===== src/rtl/mult_arbiter_if.sv =====
// Bundle of the per-thread request/result channels and the multiplier issue/return
// ports shared between the mult_arbiter and its environment.
interface mult_arbiter_if #(
    parameter int unsigned NUM_THREADS     = 2,
    parameter int unsigned NUM_THREADS_LOG = 1,
    parameter int unsigned XLEN            = 64,
    parameter int unsigned TRANS_ID_BITS   = 3,
    parameter int unsigned FU_OP_BITS      = 4
);
    // per-thread request side
    logic [NUM_THREADS-1:0]                    req_valid_i;
    logic [NUM_THREADS-1:0]                    req_ready_o;
    logic [NUM_THREADS-1:0][FU_OP_BITS-1:0]    req_op_i;
    logic [NUM_THREADS-1:0][XLEN-1:0]          req_a_i;
    logic [NUM_THREADS-1:0][XLEN-1:0]          req_b_i;
    logic [NUM_THREADS-1:0][TRANS_ID_BITS-1:0] req_trans_id_i;
    logic [NUM_THREADS-1:0]                    flush_i;

    // multiplier issue port
    logic                       mult_valid_o;
    logic [FU_OP_BITS-1:0]      mult_op_o;
    logic [XLEN-1:0]            mult_a_o;
    logic [XLEN-1:0]            mult_b_o;
    logic [TRANS_ID_BITS-1:0]   mult_trans_id_o;
    logic [NUM_THREADS_LOG-1:0] mult_thread_id_o;

    // multiplier return port
    logic                       mult_valid_i;
    logic [XLEN-1:0]            mult_result_i;
    logic [TRANS_ID_BITS-1:0]   mult_trans_id_i;
    logic [NUM_THREADS_LOG-1:0] mult_thread_id_i;

    // per-thread result side
    logic [NUM_THREADS-1:0]                    res_valid_o;
    logic [NUM_THREADS-1:0]                    res_ready_i;
    logic [NUM_THREADS-1:0][XLEN-1:0]          res_data_o;
    logic [NUM_THREADS-1:0][TRANS_ID_BITS-1:0] res_trans_id_o;
    logic                                      lost_err_o;

    modport slave (
        input  req_valid_i, req_op_i, req_a_i, req_b_i, req_trans_id_i, flush_i,
        input  mult_valid_i, mult_result_i, mult_trans_id_i, mult_thread_id_i,
        input  res_ready_i,
        output req_ready_o,
        output mult_valid_o, mult_op_o, mult_a_o, mult_b_o, mult_trans_id_o, mult_thread_id_o,
        output res_valid_o, res_data_o, res_trans_id_o, lost_err_o
    );

    modport master (
        output req_valid_i, req_op_i, req_a_i, req_b_i, req_trans_id_i, flush_i,
        output mult_valid_i, mult_result_i, mult_trans_id_i, mult_thread_id_i,
        output res_ready_i,
        input  req_ready_o,
        input  mult_valid_o, mult_op_o, mult_a_o, mult_b_o, mult_trans_id_o, mult_thread_id_o,
        input  res_valid_o, res_data_o, res_trans_id_o, lost_err_o
    );
endinterface


===== src/rtl/mult_arbiter.sv =====
// Round-robin arbiter sharing one fixed-latency multiplier between hardware threads,
// with a one-entry result slot per thread, flush handling and lost-result detection.
module mult_arbiter #(
    parameter int unsigned NUM_THREADS     = 2,
    parameter int unsigned NUM_THREADS_LOG = 1,
    parameter int unsigned XLEN            = 64,
    parameter int unsigned TRANS_ID_BITS   = 3,
    parameter int unsigned FU_OP_BITS      = 4
) (
    input  logic            clk_i,
    input  logic            rst_i,
    mult_arbiter_if.slave   bus
);

    typedef logic [NUM_THREADS_LOG-1:0] thread_t;

    thread_t                                   rr_r;
    logic [NUM_THREADS-1:0]                    inflight_r;
    logic [NUM_THREADS-1:0]                    slot_valid_r;
    logic [NUM_THREADS-1:0]                    drop_r;
    logic [NUM_THREADS-1:0][XLEN-1:0]          slot_data_r;
    logic [NUM_THREADS-1:0][TRANS_ID_BITS-1:0] slot_tid_r;
    logic                                      lost_err_r;
    logic                                      rst_d_r;

    logic                   quiet_s;
    logic [NUM_THREADS-1:0] eligible_s;
    logic [NUM_THREADS-1:0] grant_vec_s;
    logic [NUM_THREADS-1:0] ret_hit_s;
    logic [NUM_THREADS-1:0] ret_load_s;
    logic                   grant_found_s;
    thread_t                grant_idx_s;

    // The reset cycle and the one after it are silent: no grants, no slot loads, outputs zero.
    assign quiet_s = rst_i | rst_d_r;

    // Thread may be granted only when idle, not flushing, and its slot can take the result.
    always_comb begin
        eligible_s = bus.req_valid_i & ~bus.flush_i & ~inflight_r
                   & (~slot_valid_r | bus.res_ready_i) & {NUM_THREADS{~quiet_s}};
    end

    // Round-robin search starting at rr_r; thread_t arithmetic wraps modulo NUM_THREADS.
    always_comb begin
        grant_found_s = 1'b0;
        grant_idx_s   = '0;
        for (int unsigned i = 0; i < NUM_THREADS; i++) begin
            if (!grant_found_s && eligible_s[rr_r + thread_t'(i)]) begin
                grant_found_s = 1'b1;
                grant_idx_s   = rr_r + thread_t'(i);
            end else begin
                grant_found_s = grant_found_s;
            end
        end
        grant_vec_s = grant_found_s ? ({{(NUM_THREADS-1){1'b0}}, 1'b1} << grant_idx_s)
                                    : {NUM_THREADS{1'b0}};
    end

    // Issue port follows the granted thread in the same cycle; all zero when idle.
    always_comb begin
        bus.req_ready_o = grant_vec_s;
        if (grant_found_s) begin
            bus.mult_valid_o     = 1'b1;
            bus.mult_op_o        = bus.req_op_i[grant_idx_s];
            bus.mult_a_o         = bus.req_a_i[grant_idx_s];
            bus.mult_b_o         = bus.req_b_i[grant_idx_s];
            bus.mult_trans_id_o  = bus.req_trans_id_i[grant_idx_s];
            bus.mult_thread_id_o = grant_idx_s;
        end else begin
            bus.mult_valid_o     = 1'b0;
            bus.mult_op_o        = '0;
            bus.mult_a_o         = '0;
            bus.mult_b_o         = '0;
            bus.mult_trans_id_o  = '0;
            bus.mult_thread_id_o = '0;
        end
    end

    // Decode which thread the multiplier is returning to and whether the slot accepts it.
    always_comb begin
        ret_hit_s  = {{(NUM_THREADS-1){1'b0}}, bus.mult_valid_i} << bus.mult_thread_id_i;
        ret_load_s = ret_hit_s & ~drop_r & ~bus.flush_i & {NUM_THREADS{~quiet_s}};
    end

    // Result slot and error flag outputs, forced to zero while quiet.
    always_comb begin
        bus.res_valid_o    = slot_valid_r & {NUM_THREADS{~quiet_s}};
        bus.res_data_o     = quiet_s ? '0 : slot_data_r;
        bus.res_trans_id_o = quiet_s ? '0 : slot_tid_r;
        bus.lost_err_o     = lost_err_r & ~quiet_s;
    end

    // Arbitration pointer, in-flight tracking, result slots, drop flags and lost-result error.
    always_ff @(posedge clk_i) begin
        rst_d_r <= rst_i;
        if (rst_i) begin
            rr_r         <= '0;
            inflight_r   <= '0;
            slot_valid_r <= '0;
            drop_r       <= '0;
            slot_data_r  <= '0;
            slot_tid_r   <= '0;
            lost_err_r   <= 1'b0;
        end else begin
            if (grant_found_s) begin
                rr_r <= grant_idx_s + thread_t'(1);
            end else begin
                rr_r <= rr_r;
            end
            inflight_r <= grant_vec_s;
            for (int unsigned t = 0; t < NUM_THREADS; t++) begin
                // A fresh grant also retires a stale drop so its own return is kept.
                if (ret_hit_s[t] || grant_vec_s[t]) begin
                    drop_r[t] <= 1'b0;
                end else if (bus.flush_i[t] && inflight_r[t]) begin
                    drop_r[t] <= 1'b1;
                end else begin
                    drop_r[t] <= drop_r[t];
                end
                if (bus.flush_i[t]) begin
                    slot_valid_r[t] <= 1'b0;
                end else if (ret_load_s[t]) begin
                    slot_valid_r[t] <= 1'b1;
                    slot_data_r[t]  <= bus.mult_result_i;
                    slot_tid_r[t]   <= bus.mult_trans_id_i;
                end else if (slot_valid_r[t] && bus.res_ready_i[t]) begin
                    slot_valid_r[t] <= 1'b0;
                end else begin
                    slot_valid_r[t] <= slot_valid_r[t];
                end
            end
            if (|(inflight_r & ~ret_hit_s)) begin
                lost_err_r <= 1'b1;
            end else begin
                lost_err_r <= lost_err_r;
            end
        end
    end

endmodule


===== src/flat_wrapper.sv =====
// flat-port wrapper written by rule: the top's interface ports become plain ports
module mult_arbiter_flat 
#(
    parameter int unsigned NUM_THREADS     = 2,
    parameter int unsigned NUM_THREADS_LOG = 1,
    parameter int unsigned XLEN            = 64,
    parameter int unsigned TRANS_ID_BITS   = 3,
    parameter int unsigned FU_OP_BITS      = 4
)
  (clk_i, rst_i, bus_req_valid_i, bus_req_op_i, bus_req_a_i, bus_req_b_i, bus_req_trans_id_i, bus_flush_i, bus_mult_valid_i, bus_mult_result_i, bus_mult_trans_id_i, bus_mult_thread_id_i, bus_res_ready_i, bus_req_ready_o, bus_mult_valid_o, bus_mult_op_o, bus_mult_a_o, bus_mult_b_o, bus_mult_trans_id_o, bus_mult_thread_id_o, bus_res_valid_o, bus_res_data_o, bus_res_trans_id_o, bus_lost_err_o);
  mult_arbiter_if #(.NUM_THREADS(NUM_THREADS), .NUM_THREADS_LOG(NUM_THREADS_LOG), .XLEN(XLEN), .TRANS_ID_BITS(TRANS_ID_BITS), .FU_OP_BITS(FU_OP_BITS)) bus_i ();
  input  logic clk_i;
  input  logic rst_i;
  input wire logic [$bits(bus_i.req_valid_i)-1:0] bus_req_valid_i;
  input wire logic [$bits(bus_i.req_op_i)-1:0] bus_req_op_i;
  input wire logic [$bits(bus_i.req_a_i)-1:0] bus_req_a_i;
  input wire logic [$bits(bus_i.req_b_i)-1:0] bus_req_b_i;
  input wire logic [$bits(bus_i.req_trans_id_i)-1:0] bus_req_trans_id_i;
  input wire logic [$bits(bus_i.flush_i)-1:0] bus_flush_i;
  input wire logic [$bits(bus_i.mult_valid_i)-1:0] bus_mult_valid_i;
  input wire logic [$bits(bus_i.mult_result_i)-1:0] bus_mult_result_i;
  input wire logic [$bits(bus_i.mult_trans_id_i)-1:0] bus_mult_trans_id_i;
  input wire logic [$bits(bus_i.mult_thread_id_i)-1:0] bus_mult_thread_id_i;
  input wire logic [$bits(bus_i.res_ready_i)-1:0] bus_res_ready_i;
  output wire logic [$bits(bus_i.req_ready_o)-1:0] bus_req_ready_o;
  output wire logic [$bits(bus_i.mult_valid_o)-1:0] bus_mult_valid_o;
  output wire logic [$bits(bus_i.mult_op_o)-1:0] bus_mult_op_o;
  output wire logic [$bits(bus_i.mult_a_o)-1:0] bus_mult_a_o;
  output wire logic [$bits(bus_i.mult_b_o)-1:0] bus_mult_b_o;
  output wire logic [$bits(bus_i.mult_trans_id_o)-1:0] bus_mult_trans_id_o;
  output wire logic [$bits(bus_i.mult_thread_id_o)-1:0] bus_mult_thread_id_o;
  output wire logic [$bits(bus_i.res_valid_o)-1:0] bus_res_valid_o;
  output wire logic [$bits(bus_i.res_data_o)-1:0] bus_res_data_o;
  output wire logic [$bits(bus_i.res_trans_id_o)-1:0] bus_res_trans_id_o;
  output wire logic [$bits(bus_i.lost_err_o)-1:0] bus_lost_err_o;
  assign bus_i.req_valid_i = bus_req_valid_i;
  assign bus_i.req_op_i = bus_req_op_i;
  assign bus_i.req_a_i = bus_req_a_i;
  assign bus_i.req_b_i = bus_req_b_i;
  assign bus_i.req_trans_id_i = bus_req_trans_id_i;
  assign bus_i.flush_i = bus_flush_i;
  assign bus_i.mult_valid_i = bus_mult_valid_i;
  assign bus_i.mult_result_i = bus_mult_result_i;
  assign bus_i.mult_trans_id_i = bus_mult_trans_id_i;
  assign bus_i.mult_thread_id_i = bus_mult_thread_id_i;
  assign bus_i.res_ready_i = bus_res_ready_i;
  assign bus_req_ready_o = bus_i.req_ready_o;
  assign bus_mult_valid_o = bus_i.mult_valid_o;
  assign bus_mult_op_o = bus_i.mult_op_o;
  assign bus_mult_a_o = bus_i.mult_a_o;
  assign bus_mult_b_o = bus_i.mult_b_o;
  assign bus_mult_trans_id_o = bus_i.mult_trans_id_o;
  assign bus_mult_thread_id_o = bus_i.mult_thread_id_o;
  assign bus_res_valid_o = bus_i.res_valid_o;
  assign bus_res_data_o = bus_i.res_data_o;
  assign bus_res_trans_id_o = bus_i.res_trans_id_o;
  assign bus_lost_err_o = bus_i.lost_err_o;
  mult_arbiter #(.NUM_THREADS(NUM_THREADS), .NUM_THREADS_LOG(NUM_THREADS_LOG), .XLEN(XLEN), .TRANS_ID_BITS(TRANS_ID_BITS), .FU_OP_BITS(FU_OP_BITS)) u_core (.clk_i(clk_i), .rst_i(rst_i), .bus(bus_i));
endmodule

===== config.mk =====
export PLATFORM = sky130hd
export DESIGN_NAME = mult_arbiter_flat
export DESIGN_NICKNAME = d
export VERILOG_FILES = /design/src/rtl/mult_arbiter_if.sv /design/src/rtl/mult_arbiter.sv /design/src/flat_wrapper.sv
export SDC_FILE = /design/constraint.sdc
export NUM_CORES = 1
export LEC_CHECK = 0
export ABC_AREA = 1
export CAP_MARGIN = 20
export CORE_AREA = 2 2 245 247
export CTS_BUF_LIST = sky130_fd_sc_hd__clkbuf_4 sky130_fd_sc_hd__clkbuf_8 sky130_fd_sc_hd__clkbuf_16
export DETAILED_ROUTE_END_ITERATION = 8
export DIE_AREA = 0 0 247 249
export HOLD_SLACK_MARGIN = 0.08
export SLEW_MARGIN = 20
export SYNTH_ARGS = -nofsm -noshare
export SYNTH_HDL_FRONTEND = slang
export SYNTH_SLANG_ARGS = --single-unit

===== constraint.sdc =====
create_clock -name clk_i -period 1.7 [get_ports clk_i]
set_clock_uncertainty 0.05 [all_clocks]
set_input_delay 0.17 -clock clk_i [delete_from_list [all_inputs] [get_ports clk_i]]
set_output_delay 0.17 -clock clk_i [all_outputs]
set_load 0.02 [all_outputs]

==> summary.md, run 1 <==
| Metric | Value |
|---|---|
| Busiest layer in global routing | `met2` |
| Total of fill cells in the finished design | `6397` |
| Kind of launch point of the worst setup path | `input port` |
| Outcome | `finished with violations` |
| Smallest hold slack | `238 ps` |
| Via density per instance | `4.06` |
| Critical path endpoint category | `output pin` |
| Setup repair after global routing missed its margin | `yes` |
| Proportion of layout cells with a drive suffix above 1 | `25.1%` |
| Initial antenna violation count | `26` |
| Number of maximum-capacitance constraint violations | `0` |
| Overflow left after global routing | `0` |
| Fraction of synthesis flops using an asynchronous set or reset pin | `0%` |
| Starting DRT DRC Count | `between 500 and 600` |
| Max H-tree Level | `4` |
| Routed Wire Length | `56000 um` |
| Clock Tree Buf Depth | `2` |
| Remaining antenna violation count | `0` |
| Overall global routing resource usage | `16.7%` |
| Standard cell with the maximum stage delay on the critical path | `sky130_fd_sc_hd__clkdlybuf4s50_1` |
| Synth Area per Inst | `6.14 um2` |
| Register cell area after layout | `2870 um2` |
| Chain of cells forming the critical path | `clkdlybuf4s50_1 -> buf_4 -> inv_1 -> nand4_1 -> nand2_8 -> buf_16 -> buf_16 -> buf_8 -> nand3_2 -> nand2_2 -> buf_6` |
| Most used flip-flop cell after synthesis | `sky130_fd_sc_hd__dfxtp_1` |
| I/O pin cnt | `623` |
| Data arrival, critical path | `2060 ps` |
| Met2 capacity usage during global routing | `31.2%` |
| Horizontal die dimension | `~250 um` |
| Slew @ Worst Pin | `485 ps` |
| Number of placement rows | `89` |
| Starting density of the core | `between 10% and 20%` |
| Final hold viol count | `0` |
| Weighted congestion reported at the end of routability-driven placement | `0.890` |
| Num CTS Buffers | `17` |
| Min Tclk post-route | `2280 ps` |
| Most instantiated library cell after synthesis | `sky130_fd_sc_hd__nand2_1` |
| Proportion of netlist area held by the largest area contributor | `between 30% and 40%` |
| Post-synthesis net count | `around 1700` |
| Wire length of the first global-routing pass | `74100 um` |
| Area of the core | `a little under 60000 um2` |
| Type of the worst setup path | `input port to output pin` |
| Power density over cell area | `551 nW/um2` |
| Routed wirelength normalized by instance count | `about 20 um` |
| Number of global-route vias before repair | `10600` |
| Cell count after synthesis | `between 1000 and 1500` |
| Most area-hungry cell type in the Yosys netlist | `sky130_fd_sc_hd__dfxtp_1` |
| Number of vias in the routed layout | `around 11000` |
| Worst hold path class | `input port to register` |
| Worst path most repeated cell | `sky130_fd_sc_hd__buf_16` |
| TritonRoute pass-1 iters | `5` |
| Leakage | `7.91 nW` |
| Area added between synthesis and finish | `117%` |
| Count of flip-flops with a built-in enable after synthesis | `0` |
| Top achievable clock speed | `0.439 GHz` |
| Residual DRC | `0` |
| Maximum number of pins on one net before global-route repair | `104` |
| Die Area | `61500 um2` |
| TritonCTS clock tree | `built` |
| Post-route fraction of the period consumed by the critical path | `134%` |
| Global routing usage on met1 | `between 10% and 20%` |
| Final setup viols | `approximately 390` |
| Distinct cell type count after synthesis | `22` |
| Crit path buf inv count | `7` |
| Worst VDD drop | `0.468 mV` |
| Buffer type at the clock tree root | `sky130_fd_sc_hd__clkbuf_16` |
| Layout Utilization | `a little under a third` |
| Net count, final | `2334` |
| Number of flip-flops and latches in the synthesized netlist | `143` |
| Required arrival time at the worst endpoint | `1480 ps` |
| Synth cell count leaders | `415 x sky130_fd_sc_hd__nand2_1, 270 x sky130_fd_sc_hd__nand3_1, 148 x sky130_fd_sc_hd__nor2_1, 143 x sky130_fd_sc_hd__dfxtp_1, 124 x sky130_fd_sc_hd__o21ai_0` |
| Final Max Slew Viols | `0` |
| Kind of cell adding the most delay to the critical path | `buffers and inverters` |
| Register area share after synthesis | `35.1%` |
| Clk pin slew, worst setup/hold paths | `60 ps` |
| Worst stage delay on the critical path | `420 ps` |
| DP Wirelength | `42900 um` |
| Clock latency reported for the late side of the worst-skew pair | `420 ps` |
| Final setup slack of the worst path | `-576 ps` |
| Number of warnings reported in the yosys synthesis log | `0` |
| GR Util met3 | `5.21%` |
| Worst slew margin | `67.7%` |
| Cell types occupying the most area after synthesis | `sky130_fd_sc_hd__dfxtp_1 35%, sky130_fd_sc_hd__nand2_1 19%, sky130_fd_sc_hd__nand3_1 17%` |
| Area occupied by multi-input gates | `4880 um2` |
| Count of buffers from port buffering | `just over 600` |
| Maximum fanout encountered on the critical timing path | `8` |
| Area of the mapped netlist | `between 8000 and 9000 um2` |
| Violations in the final reports | `negative setup slack` |
| CTS sink cnt | `143` |
| Die height | `249 um` |
[flip-flops by register name, summed over array words and instances, names as in the netlist]
register,flops
u_core.slot_tid_r,6
u_core.rst_d_r,1
u_core.slot_valid_r,2
u_core.rr_r,1
u_core.slot_data_r,128
u_core.drop_r,2
u_core.lost_err_r,1
u_core.inflight_r,2
[cell families after synthesis]
group                  after synthesis  share of synthesized area [%]
flip-flops                         143                           35.1
AO/OA/AOI/OAI                      142                           8.78
buffers and inverters              201                           12.7
AND/OR/NAND/NOR                    842                           43.4
[final timing paths]
check	cells after the start	slack, ps	endpoint	from
worst min register to register	2	420	u_core.slot_data_r[122]$_SDFFE_PP0P_	u_core.slot_data_r[122]$_SDFFE_PP0P_
worst max register to register	7	-170	u_core.slot_tid_r[0]$_SDFFE_PP0P_	u_core.rst_d_r$_DFF_P_
worst min-delay path	2	240	u_core.rst_d_r$_DFF_P_	rst_i
worst max-delay path	11	-580	bus_mult_b_o[63]	bus_flush_i[0]
[repair_timing]
action	4_1_cts	5_1_grt
hold buffers	0	0
resized for setup	675	386
pin swaps	8	44
buffers inserted	9	11
endpoints found under the setup margin	410	410
gates cloned	11	10
[stage by stage]
stage          TNS (ps)  worst slack, ps  total power, mW  instance area [um2]  instances
2_1_floorplan         0              187             4.27                 8150       1328
3_5_place_dp    -253720            -1100             5.83                15800       2702
5_1_grt         -144880             -664             10.2                17700       2783
3_3_place_gp    -249570            -1080             5.84                15800       2702
4_1_cts         -121390             -656             9.65                16700       2752
6_report         -98470             -576             9.74                17700       2784
[metal layers]
metal  wire (um)  share of wire, %
met5          23             0.041
met4        2020               3.6
met3        4610               8.2
met2       30200                54
met1       19200                34
[worst register-to-register path: cells and delay by family, from the launching register on]
family	cells	cell delay, ps
compound gates	1	100
buf+inv	3	790
flops	1	350
simple gates	3	520
[power by group]
part / internal (mW) / total (mW) / switching [mW]
clock: 2.17 / 3.68 / 1.51
combinational: 1.42 / 2.59 / 1.16
sequential: 3.43 / 3.47 / 0.0395
[area by class of cell]
type / count / area share, %
Antenna cell: 12 / 0.170
Clock buffer: 21 / 2.75
Clock inverter: 10 / 0.482
Inverter: 84 / 1.92
Multi-Input combinational cell: 985 / 27.6
Sequential cell: 143 / 16.2
Tap cell: 773 / 5.47
Timing Repair Buffer: 756 / 45.3
[layout by cell type (no fill, tap or decap), types with 12 or more instances in the layout]
master	count
sky130_fd_sc_hd__nand2_1	349
sky130_fd_sc_hd__clkdlybuf4s50_1	345
sky130_fd_sc_hd__nand3_1	220
sky130_fd_sc_hd__buf_4	147
sky130_fd_sc_hd__dfxtp_1	139
sky130_fd_sc_hd__nor2_1	131
sky130_fd_sc_hd__o21ai_0	124
sky130_fd_sc_hd__dlygate4sd2_1	86
sky130_fd_sc_hd__inv_1	82
sky130_fd_sc_hd__buf_6	78
sky130_fd_sc_hd__nand2_2	65
sky130_fd_sc_hd__buf_12	46
sky130_fd_sc_hd__nand3_2	41
sky130_fd_sc_hd__clkbuf_16	26
sky130_fd_sc_hd__diode_2	12
sky130_fd_sc_hd__buf_2	12
(Power assumes the default switching activity.)
==> inputs of run 2 (changes only) <==
--- a/config.mk
+++ b/config.mk
@@ -9,6 +9,7 @@
 export CAP_MARGIN = 20
 export CORE_AREA = 2 2 245 247
 export CTS_BUF_LIST = sky130_fd_sc_hd__clkbuf_4 sky130_fd_sc_hd__clkbuf_8 sky130_fd_sc_hd__clkbuf_16
+export CTS_CLUSTER_SIZE = 40
 export DETAILED_ROUTE_END_ITERATION = 8
 export DIE_AREA = 0 0 247 249
 export HOLD_SLACK_MARGIN = 0.08
==> results of run 2 <==
Final layout, timing and power as in run 1 (identical DEF).
==> inputs of run 3 (changes only) <==
--- a/config.mk
+++ b/config.mk
@@ -6,12 +6,12 @@
 export NUM_CORES = 1
 export LEC_CHECK = 0
 export ABC_AREA = 1
-export CAP_MARGIN = 20
-export CORE_AREA = 2 2 245 247
+export CORE_AREA = 2 2 241 243
 export CTS_BUF_LIST = sky130_fd_sc_hd__clkbuf_4 sky130_fd_sc_hd__clkbuf_8 sky130_fd_sc_hd__clkbuf_16
 export CTS_CLUSTER_SIZE = 40
 export DETAILED_ROUTE_END_ITERATION = 8
-export DIE_AREA = 0 0 247 249
+export DIE_AREA = 0 0 243 245
+export DONT_BUFFER_PORTS = 1
 export HOLD_SLACK_MARGIN = 0.08
 export SLEW_MARGIN = 20
 export SYNTH_ARGS = -nofsm -noshare
==> summary.md, run 3 (synthesis results as in run 1) <==
| Metric | Value |
|---|---|
| Min Tclk post-route | `2290 ps (was 2280 ps)` |
| Weighted congestion reported at the end of routability-driven placement | `0.949 (was 0.890)` |
| Worst slew margin | `49.6% (was 67.7%)` |
| Clock Tree Buf Depth | `2 (unchanged)` |
| Routed wirelength normalized by instance count | `25.8 um (was 20.1 um)` |
| Worst VDD drop | `0.570 mV (was 0.468 mV)` |
| Final setup slack of the worst path | `-591 ps (was -576 ps)` |
| Kind of cell adding the most delay to the critical path | `buffers and inverters (unchanged)` |
| Register share of total power | `36.5% (was 35.6%)` |
| TritonCTS clock tree | `built (unchanged)` |
| Type of the worst setup path | `register to output pin (was input port to output pin)` |
| Horizontal die dimension | `243 um (was 247 um)` |
| Starting DRT DRC Count | `606 (was 557)` |
| Overflow left after global routing | `0 (unchanged)` |
| Crit path buf inv count | `5 (was 7)` |
| Num CTS Buffers | `17 (unchanged)` |
| Maximum fanout encountered on the critical timing path | `8 (unchanged)` |
| Critical path endpoint category | `output pin (unchanged)` |
| Count of buffers from port buffering | `0 (was 622)` |
| Clock power frac | `43.0% (was 37.8%)` |
| Internal power summed over all cells | `6.76 mW (was 7.03 mW)` |
| Required arrival time at the worst endpoint | `1480 ps (about the same)` |
| Power density over cell area | `619 nW/um2 (was 551 nW/um2)` |
| Number of flip-flops under the largest register name | `128 (unchanged)` |
| Initial antenna violation count | `14 (was 26)` |
| Final hold viol count | `0 (unchanged)` |
| Number of global-route vias before repair | `9301 (was 10600)` |
| Final Max Slew Viols | `0 (unchanged)` |
| Overall global routing resource usage | `17.3% (was 16.7%)` |
| Outcome | `finished with violations (unchanged)` |
| Number of maximum-capacitance constraint violations | `0 (unchanged)` |
| Largest registers ranked by flip-flop count | `u_core.slot_data_r x128, u_core.slot_tid_r x6 (unchanged)` |
| Number of placement rows | `88 (was 89)` |
| Wire length of the first global-routing pass | `72200 um (was 74100 um)` |
| DP Wirelength | `41300 um (was 42900 um)` |
| Kind of launch point of the worst setup path | `register (was input port)` |
| Post-route fraction of the period consumed by the critical path | `135% (was 134%)` |
| Proportion of layout cells with a drive suffix above 1 | `39.3% (was 25.1%)` |
| Logic gate share of total power | `20.6% (was 26.6%)` |
| Number of vias in the routed layout | `10500 (was 11300)` |
| Die Area | `59500 um2 (was 61500 um2)` |
| Net count, final | `1940 (was 2334)` |
| Clk pin slew, worst setup/hold paths | `60 ps (about the same)` |
| Residual DRC | `0 (unchanged)` |
| Area of the core | `57000 um2 (was 58700 um2)` |
| Most used cells in the layout excluding fill and tap cells | `220 x sky130_fd_sc_hd__nand2_1, 201 x sky130_fd_sc_hd__nand3_1, 147 x sky130_fd_sc_hd__buf_4 (was 349 x sky130_fd_sc_hd__nand2_1, 345 x sky130_fd_sc_hd__clkdlybuf4s50_1, 220 x sky130_fd_sc_hd__nand3_1)` |
| Share of total power consumed by net switching | `28.9% (was 27.9%)` |
| Remaining antenna violation count | `0 (unchanged)` |
| Routed Wire Length | `61200 um (was 56000 um)` |
| Max H-tree Level | `4 (unchanged)` |
| Met3 layer wire length in the routed design | `3870 um (was 4610 um)` |
| Slew @ Worst Pin | `754 ps (was 485 ps)` |
| Leakage | `6.29 nW (was 7.91 nW)` |
| Via density per instance | `4.41 (was 4.06)` |
| I/O pin cnt | `623 (unchanged)` |
| CTS sink cnt | `143 (unchanged)` |
| Top achievable clock speed | `0.437 GHz (was 0.439 GHz)` |
| Violations in the final reports | `negative setup slack (unchanged)` |
| Buffer type at the clock tree root | `sky130_fd_sc_hd__clkbuf_16 (unchanged)` |
| Routed metal-1 wire length | `21800 um (was 19200 um)` |
| Clock latency reported for the late side of the worst-skew pair | `450 ps (was 420 ps)` |
| Most common cell after layout, fill and taps aside | `sky130_fd_sc_hd__nand2_1 (unchanged)` |
| Worst path most repeated cell | `sky130_fd_sc_hd__buf_12 (was sky130_fd_sc_hd__buf_16)` |
| Worst stage delay on the critical path | `320 ps (was 420 ps)` |
| Setup slack after placement | `-562 ps (was -1100 ps)` |
| Setup repair after global routing missed its margin | `yes (unchanged)` |
| Starting density of the core | `14.3% (was 13.9%)` |
| Standard cell with the maximum stage delay on the critical path | `sky130_fd_sc_hd__dfxtp_2 (was sky130_fd_sc_hd__clkdlybuf4s50_1)` |
| Final setup viols | `206 (was 388)` |
| Data arrival, critical path | `2070 ps (was 2060 ps)` |
| WL met2 | `33300 um (was 30200 um)` |
| Topmost layer with routed signal wires | `met5 (unchanged)` |
| Worst hold path class | `input port to register (unchanged)` |
| Area added between synthesis and finish | `88.6% (was 117%)` |
| Maximum number of pins on one net before global-route repair | `135 (was 104)` |
| Smallest hold slack | `90.7 ps (was 238 ps)` |
| Die height | `245 um (was 249 um)` |
| TritonRoute pass-1 iters | `8 (was 5)` |
| Chain of cells forming the critical path | `nor2_2 -> buf_4 -> nand4_1 -> nand2_4 -> buf_12 -> buf_12 -> buf_12 -> nand3_2 -> nand2_2 -> buf_12 (was clkdlybuf4s50_1 -> buf_4 -> inv_1 -> nand4_1 -> nand2_8 -> buf_16 -> buf_16 -> buf_8 -> nand3_2 -> nand2_2 -> buf_6)` |
| Register bank with the most flops | `u_core.slot_data_r (unchanged)` |
| Net load switching power | `2.75 mW (was 2.71 mW)` |
==> run 3: final cells by class <==
cell class              count  area [um2]
flip-flops and latches    143        2870
fillers                  6116       41700
inverters                  84         339
well taps                 765         957
clock buffers              22         499
diodes                      6        15.0
repair inverters            1        16.3
multi-input cells         986        6100
clock inverters             8         128
repair buffers            360        4450
==> run 3: worst reg2reg max path: stages, from the launching register on <==
cell and delay (ps):
sky130_fd_sc_hd__dfxtp_4 360, sky130_fd_sc_hd__buf_12 160, sky130_fd_sc_hd__nor2_4 120, sky130_fd_sc_hd__nand3_4 190, sky130_fd_sc_hd__buf_4 220, sky130_fd_sc_hd__clkbuf_16 180, sky130_fd_sc_hd__nand3_1 90, sky130_fd_sc_hd__o21ai_0 80
==> run 3: timing repair <==
action	CTS	global route
cloned	16	17
endpoints found under the hold margin	142	2
gates resized for setup	337	218
hold buffers	77	2
pin swaps	76	48
setup buffers	20	9
setup endpoints to repair	271	377
==> run 3: worst paths after layout <==
kind,start,end,slack (ps),cells after the start
worst max-delay path,u_core.inflight_r[0]$_SDFF_PP0_,bus_mult_a_o[55],-590,10
worst min-delay path,bus_mult_valid_i,u_core.drop_r[0]$_SDFFE_PP0P_,90,5
worst max register to register,u_core.rst_d_r$_DFF_P_,u_core.slot_data_r[98]$_SDFFE_PP0P_,120,7
worst min register to register,u_core.slot_data_r[69]$_SDFFE_PP0P_,u_core.slot_data_r[69]$_SDFFE_PP0P_,430,2
==> run 3: stage by stage <==
stage	area (um2)	setup TNS (ps)	cells	util, %	power, mW
2_1_floorplan	8150	0	1328	-	4.27
3_3_place_gp	10800	-29850	2202	19.0	4.79
3_5_place_dp	10800	-31110	2202	19.0	4.80
4_1_cts	14000	-139170	2345	24.5	9.37
5_1_grt	15400	-91570	2375	27.0	9.84
6_report	15400	-72390	2375	27.0	9.51
==> run 3: power by group through the flow <==
| stage | Combinational, mW | Clock (mW) | Sequential, mW |
|---|---|---|---|
| 4_1_cts | 1.71 | 4.20 | 3.47 |
| 6_report | 1.96 | 4.09 | 3.47 |
| 3_3_place_gp | 1.25 | 0 | 3.54 |
| 3_5_place_dp | 1.26 | 0 | 3.54 |
| 2_1_floorplan | 0.738 | 0 | 3.53 |
| 5_1_grt | 2.06 | 4.30 | 3.47 |
==> run 3: routing by layer <==
metal	vias up	track usage, %
met5	-	0
met4	2	7.02
met3	86	3.65
met2	508	33.7
met1	5083	17.7
li1	4788	-
